$ cat config.mk
export PLATFORM = sky130hd
export DESIGN_NAME = mem_stage_lsu
export DESIGN_NICKNAME = d
export VERILOG_FILES = /design/src/rtl/osiris_pkg.sv /design/src/rtl/lsu_align.sv /design/src/rtl/mem_stage_lsu.sv
export SDC_FILE = /design/constraint.sdc
export NUM_CORES = 1
export LEC_CHECK = 0
export ABC_AREA = 1
export CELL_PAD_IN_SITES_DETAIL_PLACEMENT = 0
export CELL_PAD_IN_SITES_GLOBAL_PLACEMENT = 1
export CORE_ASPECT_RATIO = 2
export CORE_MARGIN = 2
export CORE_UTILIZATION = 30
export CTS_BUF_LIST = sky130_fd_sc_hd__clkbuf_16
export CTS_CLUSTER_SIZE = 28
export DETAILED_ROUTE_END_ITERATION = 7
export PLACE_DENSITY = 0.88
export SLEW_MARGIN = 25
export SYNTH_ARGS = -nofsm -noshare
export SYNTH_HDL_FRONTEND = slang
export SYNTH_SLANG_ARGS = --single-unit
$ cat constraint.sdc
create_clock -name clk -period 1.66 [get_ports clk]
set_clock_uncertainty 0.05 [all_clocks]
set_input_delay 0.332 -clock clk [delete_from_list [all_inputs] [get_ports clk]]
set_output_delay 0.332 -clock clk [all_outputs]
set_load 0.005 [all_outputs]
$ cat src/rtl/osiris_pkg.sv
// Shared encodings for the memory-stage load/store unit.
package osiris_pkg;

  localparam logic [2:0] F3_B  = 3'b000;
  localparam logic [2:0] F3_H  = 3'b001;
  localparam logic [2:0] F3_W  = 3'b010;
  localparam logic [2:0] F3_BU = 3'b100;
  localparam logic [2:0] F3_HU = 3'b101;

  localparam logic [1:0] RESULT_SRC_MEM = 2'b01;

  typedef enum logic [1:0] {
    IDLE = 2'd0,
    REQ  = 2'd1,
    DONE = 2'd2
  } lsu_state_t;

endpackage

$ cat src/rtl/lsu_align.sv
// Byte-lane steering for the LSU: store enables/replication, load extraction/extension,
// and misalignment detection. Purely combinational.
module lsu_align
  import osiris_pkg::*;
#(
  parameter int unsigned DATA_WIDTH = 32
) (
  input  logic [1:0]            i_addr_lo,
  input  logic [2:0]            i_funct3,
  input  logic                  i_is_store,
  input  logic [DATA_WIDTH-1:0] i_wdata,
  input  logic [DATA_WIDTH-1:0] i_rdata,
  output logic [3:0]            o_be_c,
  output logic [DATA_WIDTH-1:0] o_wdata_c,
  output logic [DATA_WIDTH-1:0] o_rdata_c,
  output logic                  o_misaligned_c
);

  localparam int unsigned NLANE = DATA_WIDTH / 8;

  logic        w_byte;
  logic        w_half;
  logic [15:0] w_lane;

  always_comb begin
    w_byte = (i_funct3 == F3_B) || (i_funct3 == F3_BU);
    w_half = (i_funct3 == F3_H) || (i_funct3 == F3_HU);
    // Anything that is neither byte nor halfword (incl. 011/110/111) is a word access
    o_misaligned_c = w_half ? i_addr_lo[0] : (!w_byte && (i_addr_lo != 2'b00));

    o_be_c    = 4'b1111;
    o_wdata_c = i_wdata;
    if (i_is_store && w_byte) begin
      o_be_c    = 4'b0001 << i_addr_lo;
      o_wdata_c = {NLANE{i_wdata[7:0]}};
    end else if (i_is_store && w_half) begin
      o_be_c    = 4'b0011 << {i_addr_lo[1], 1'b0};
      o_wdata_c = {(NLANE / 2){i_wdata[15:0]}};
    end

    w_lane = 16'(i_rdata >> {i_addr_lo, 3'b000});
    case (i_funct3)
      F3_B:    o_rdata_c = {{(DATA_WIDTH - 8){w_lane[7]}}, w_lane[7:0]};
      F3_BU:   o_rdata_c = {{(DATA_WIDTH - 8){1'b0}}, w_lane[7:0]};
      F3_H:    o_rdata_c = {{(DATA_WIDTH - 16){w_lane[15]}}, w_lane};
      F3_HU:   o_rdata_c = {{(DATA_WIDTH - 16){1'b0}}, w_lane};
      F3_W:    o_rdata_c = i_rdata;
      default: o_rdata_c = i_rdata;
    endcase
  end

endmodule

$ cat src/rtl/mem_stage_lsu.sv
// Memory-stage load/store unit: one single-outstanding req/ack bus transaction per access,
// stalling the pipeline until it completes or times out.
module mem_stage_lsu
  import osiris_pkg::*;
#(
  parameter int unsigned DATA_WIDTH     = 32,
  parameter int unsigned REG_WIDTH      = 4,
  parameter int unsigned TIMEOUT_CYCLES = 255
) (
  input  logic                  clk,
  input  logic                  rst,
  input  logic [DATA_WIDTH-1:0] i_alu_result_M,
  input  logic [DATA_WIDTH-1:0] i_write_data_M,
  input  logic                  i_mem_write_M,
  input  logic [1:0]            i_result_src_M,
  input  logic [2:0]            i_funct3_M,
  output logic                  o_dmem_req,
  output logic                  o_dmem_we,
  output logic [DATA_WIDTH-1:0] o_dmem_addr,
  output logic [DATA_WIDTH-1:0] o_dmem_wdata,
  output logic [3:0]            o_dmem_be,
  input  logic                  i_dmem_ack,
  input  logic [DATA_WIDTH-1:0] i_dmem_rdata,
  output logic [DATA_WIDTH-1:0] o_read_data_M,
  output logic                  o_stall_M,
  output logic                  o_misaligned_M,
  output logic                  o_bus_err_M
);

  localparam int unsigned CNT_W = $clog2(TIMEOUT_CYCLES + 1);

  lsu_state_t            r_state;
  lsu_state_t            w_state_nxt;
  logic [CNT_W-1:0]      r_cnt;
  logic                  w_access;
  logic                  w_start;
  logic                  w_timeout;
  logic [3:0]            w_be_c;
  logic [DATA_WIDTH-1:0] w_wdata_c;
  logic [DATA_WIDTH-1:0] w_rdata_c;
  logic                  w_misaligned_c;
  // Destination index travels alongside the pipeline register, not through this unit
  logic [REG_WIDTH-1:0]  w_unused_rd_idx;

  assign w_unused_rd_idx = '0;

  lsu_align #(
    .DATA_WIDTH(DATA_WIDTH)
  ) u_align (
    .i_addr_lo     (i_alu_result_M[1:0]),
    .i_funct3      (i_funct3_M),
    .i_is_store    (i_mem_write_M),
    .i_wdata       (i_write_data_M),
    .i_rdata       (i_dmem_rdata),
    .o_be_c        (w_be_c),
    .o_wdata_c     (w_wdata_c),
    .o_rdata_c     (w_rdata_c),
    .o_misaligned_c(w_misaligned_c)
  );

  assign w_access  = i_mem_write_M || (i_result_src_M == RESULT_SRC_MEM);
  assign w_start   = (r_state == IDLE) && w_access && !w_misaligned_c;
  assign w_timeout = (r_cnt == CNT_W'(TIMEOUT_CYCLES - 1));
  assign o_stall_M = !rst && (w_start || (r_state == REQ));

  always_ff @(posedge clk) begin
    if (rst) r_state <= IDLE;
    else     r_state <= w_state_nxt;
  end

  always_comb begin
    w_state_nxt = r_state;
    case (r_state)
      IDLE:    if (w_start) w_state_nxt = REQ;
      REQ:     if (i_dmem_ack || w_timeout) w_state_nxt = DONE;
      DONE:    w_state_nxt = IDLE;
      default: w_state_nxt = IDLE;
    endcase
  end

  // Bus fields, result and status pulses
  always_ff @(posedge clk) begin
    if (rst) begin
      o_dmem_req     <= 1'b0;
      o_dmem_we      <= 1'b0;
      o_dmem_addr    <= '0;
      o_dmem_wdata   <= '0;
      o_dmem_be      <= 4'b0000;
      o_read_data_M  <= '0;
      o_misaligned_M <= 1'b0;
      o_bus_err_M    <= 1'b0;
      r_cnt          <= '0;
    end else begin
      o_misaligned_M <= (r_state == IDLE) && w_access && w_misaligned_c;
      o_bus_err_M    <= (r_state == REQ) && !i_dmem_ack && w_timeout;
      case (r_state)
        IDLE: begin
          if (w_start) begin
            o_dmem_req   <= 1'b1;
            o_dmem_we    <= i_mem_write_M;
            o_dmem_addr  <= {i_alu_result_M[DATA_WIDTH-1:2], 2'b00};
            o_dmem_wdata <= w_wdata_c;
            o_dmem_be    <= w_be_c;
            r_cnt        <= '0;
          end
        end
        REQ: begin
          r_cnt <= r_cnt + CNT_W'(1);
          if (i_dmem_ack) begin
            o_dmem_req <= 1'b0;
            if (!o_dmem_we) o_read_data_M <= w_rdata_c;
          end else if (w_timeout) begin
            o_dmem_req    <= 1'b0;
            o_read_data_M <= '0;
          end
        end
        default: ;
      endcase
    end
  end

endmodule

==> flow_summary_export.csv, run 1 <==
group,metric,value,unit
status,status,"completed",
logic_synthesis,seq_area_frac_synth,0.426,
min_path,hold_class,"primary input to flop",
logic_synthesis,syn_area,5260,um2
logic_synthesis,yosysMostFrequentCell,"nand2_1",
critical_path,end_kind,"primary output",
logic_synthesis,synth.area.mux_share,0,
detailed_routing,drc,0,
pwr,p_per_area,806,nW/um2
logic_synthesis,synth_cells,785,
grt,grt_usage,0.207,
logic_synthesis,synth-xor-area-share,0,
logic_synthesis,synth_compound_area_frac,0.135,
logic_synthesis,synth_seq_cells,112,
sta,setup_violations,0,
grt,grt_pass1_wl,30300,um
finish,drive_above_1_share,0.123,
sta,rsz0062_at_grt,"true",
clock_network,cts_buffers,9,
logic_synthesis,ys_async_sr_fraction,0,
logic_synthesis,ys_types,35,
grt,grt_max_degree,59,
critical_path,crit_required,1280,ps
critical_path,critPathLaunchType,"flop",
detailed_routing,post_drt_wl_per_cell,16.3,um
logic_synthesis,yosys.area_share.adder,0.00475,
logic_synthesis,syn_area_per_cell,6.71,um2
finish,area_growth,58.4,%
finish,utilization,0.485,
logic_synthesis,synth_area_leaders,"dfxtp_1, nand2_1, nor2_1",
placed_design,numPortBuffers,207,
sta,slew_violations,0,
logic_synthesis,synth_edf_count,0,
clock_network,htreeDepth,3,
die,die-area,18700,um2
run,maxCapViolations,0,
clock_network,cts.sinks,112,
sta,finalCriticalPeriod,1650,ps
detailed_routing,dr_total_vias,5891,
die,dieWidth,97.7,um
finish,finalNetCount,1134,
logic_synthesis,ys.flop_type,"dfxtp_1",
clock_network,clock_latency,350,ps
grt,grt_pass1_vias,5916,
die,core_area,17200,um2
die,die_y,191,um
die,start_util,0.306,
pwr,p_leak,3.58,nW
grt,overflow,0,
sta,relSlewSlack,0.624,
min_path,hold_path_depth,3,
detailed_routing,wl,20200,um
clock_network,clkTransAtPathRegs,70,ps
detailed_routing,drt.antenna.violating_nets,0,
finish,final_area,8340,um2
critical_path,crit_fanout,2,
die,ioPinCount,210,
critical_path,r2r_cells,10,
detailed_routing,dr.pass1.iters,4,
placed_design,place_area,7870,um2
pwr,ir_drop,0.436,mV
clock_network,clockBufferDepth,2,
sta,period_share,0.992,
sta,max_freq,607,MHz
clock_network,cts_tree,"yes",
logic_synthesis,synth_top_area_frac,0.426,
critical_path,arrival,1260,ps
sta,tightest_slew,564,ps
detailed_routing,viasPerCell,4.74,
detailed_routing,first_iter_violations,163,
critical_path,worstSetupPathType,"flop to primary output",
placed_design,dp_hpwl,14800,um
sta,hold_violations,0,
logic_synthesis,synthTopCellsByCount,"nand2_1, nor2_1, dfxtp_1",
placed_design,place.gp.congestion,0.944,
logic_synthesis,synth_top_family_by_area,"simple AND/OR/NAND/NOR gates",
die,row_count,68,
finish,nFillCells,1777,
logic_synthesis,yosys_warnings,0,
logic_synthesis,yosys.area_share.simple,0.359,
grt,antenna_found_initial,1,
logic_synthesis,yosysTopAreaCell,"dfxtp_1",
clock_network,clockRootBuffer,"clkbuf_16",
==> metrics by stage <==
stage	cells	power (mW)	hold WS [ps]	TNS, ps	setup slack [ps]
3_5_place_dp	1219	4.69	403	-50900	-705
4_1_cts	1237	6.78	355	-25.8	-25.8
3_3_place_gp	1219	4.67	390	-49750	-698
5_1_grt	1243	7.07	395	-184	-59.3
2_1_floorplan	786	3.71	359	0	211
6_report	1243	6.72	386	0	13.9
==> metal layers <==
metal	vias up	part of all wire	GRT usage
met3	49	0.044	0.0362
met4	0	0.041	0.101
met5	-	0	0
li1	2982	-	-
met1	2670	0.34	0.196
met2	190	0.57	0.418
==> timing repair <==
item / in CTS / in global routing
cloned: 1 / 3
resized for setup: 27 / 25
hold buffers: 0 / 0
setup buffers: 2 / 2
pin swaps: 7 / 7
endpoints found under the setup margin: 96 / 66
==> where the power goes <==
group	switching (mW)	total (mW)	internal, mW	leakage, nW
clock	1.02	2.03	1.01	0.137
sequential	0.0982	2.98	2.88	0.920
combinational	0.797	1.72	0.920	2.52
total	1.92	6.72	4.80	3.58
==> sequential cells by signal, summed over array words and instances, names as in the netlist <==
| register | flops |
|---|---|
| o_bus_err_M | 1 |
| o_dmem_addr | 30 |
| o_dmem_be | 4 |
| o_dmem_req | 1 |
| o_dmem_wdata | 32 |
| o_dmem_we | 1 |
| o_misaligned_M | 1 |
| o_read_data_M | 32 |
| r_cnt | 8 |
| r_state | 2 |
==> layout by cell type, fill, tap and decap left out, drive strengths merged <==
| cell type | synthesis | layout |
|---|---|---|
| nand2 | 225 | 225 |
| clkdlybuf4s50 | 0 | 188 |
| nor2 | 172 | 172 |
| dfxtp | 112 | 112 |
| o21ai | 78 | 78 |
| buf | 35 | 68 |
| a21oi | 54 | 54 |
| nand3 | 37 | 37 |
| inv | 30 | 31 |
| clkbuf | 11 | 12 |
| dlygate4sd2 | 0 | 10 |
| or2 | 8 | 8 |
| nand3b | 7 | 7 |
| nor3 | 7 | 7 |
| dlymetal6s2s | 0 | 6 |
| clkinv | 0 | 6 |
| ha | 2 | 2 |
| conb | 1 | 2 |
| o211ai | 2 | 2 |
| diode | 0 | 1 |
| o31ai | 1 | 1 |
| nand4 | 1 | 1 |
| o32ai | 1 | 1 |
| nor4 | 1 | 1 |
| bufbuf | 0 | 1 |
==> logic make-up after synthesis <==
kind of cell | count (synthesis)
other cells | 1
flops | 112
compound gates | 136
fa+ha+maj | 2
buf+inv | 76
simple gates | 458
==> critical path, stage by stage (launching register included) <==
cell and delay (ps):
dfxtp_2 340, nor2_4 160, nand3_4 130, nand2_4 100
nand2_4 50, inv_2 40, buf_6 80
==> worst paths after layout <==
kind	start	to	slack, ps
max	r_state[1]$_SDFFE_PP0P_	o_stall_M	10
min	rst	r_cnt[3]$_SDFFE_PP0P_	390
max reg2reg	r_cnt[0]$_SDFFE_PP0P_	o_read_data_M[9]$_SDFFE_PP0P_	90
min reg2reg	o_read_data_M[7]$_SDFFE_PP0P_	o_read_data_M[7]$_SDFFE_PP0P_	410
==> final cells by class <==
cell class / instances / area, um2 / area share
Timing Repair Buffer: 276 / 2750 / 0.329
Clock inverter: 7 / 37.5 / 0.00450
Inverter: 30 / 115 / 0.0138
Multi-Input combinational cell: 598 / 2700 / 0.324
Sequential cell: 112 / 2250 / 0.270
Antenna cell: 1 / 2.50 / 0.000300
Clock buffer: 9 / 225 / 0.0270
Tap cell: 210 / 263 / 0.0315
(Power assumes the default switching activity.)
==> inputs of run 2 (changes only) <==
SLEW_MARGIN = 5   (was 25)
==> results of run 2 <==
No change in the layout: final DEF, timing and power equal those of run 1.
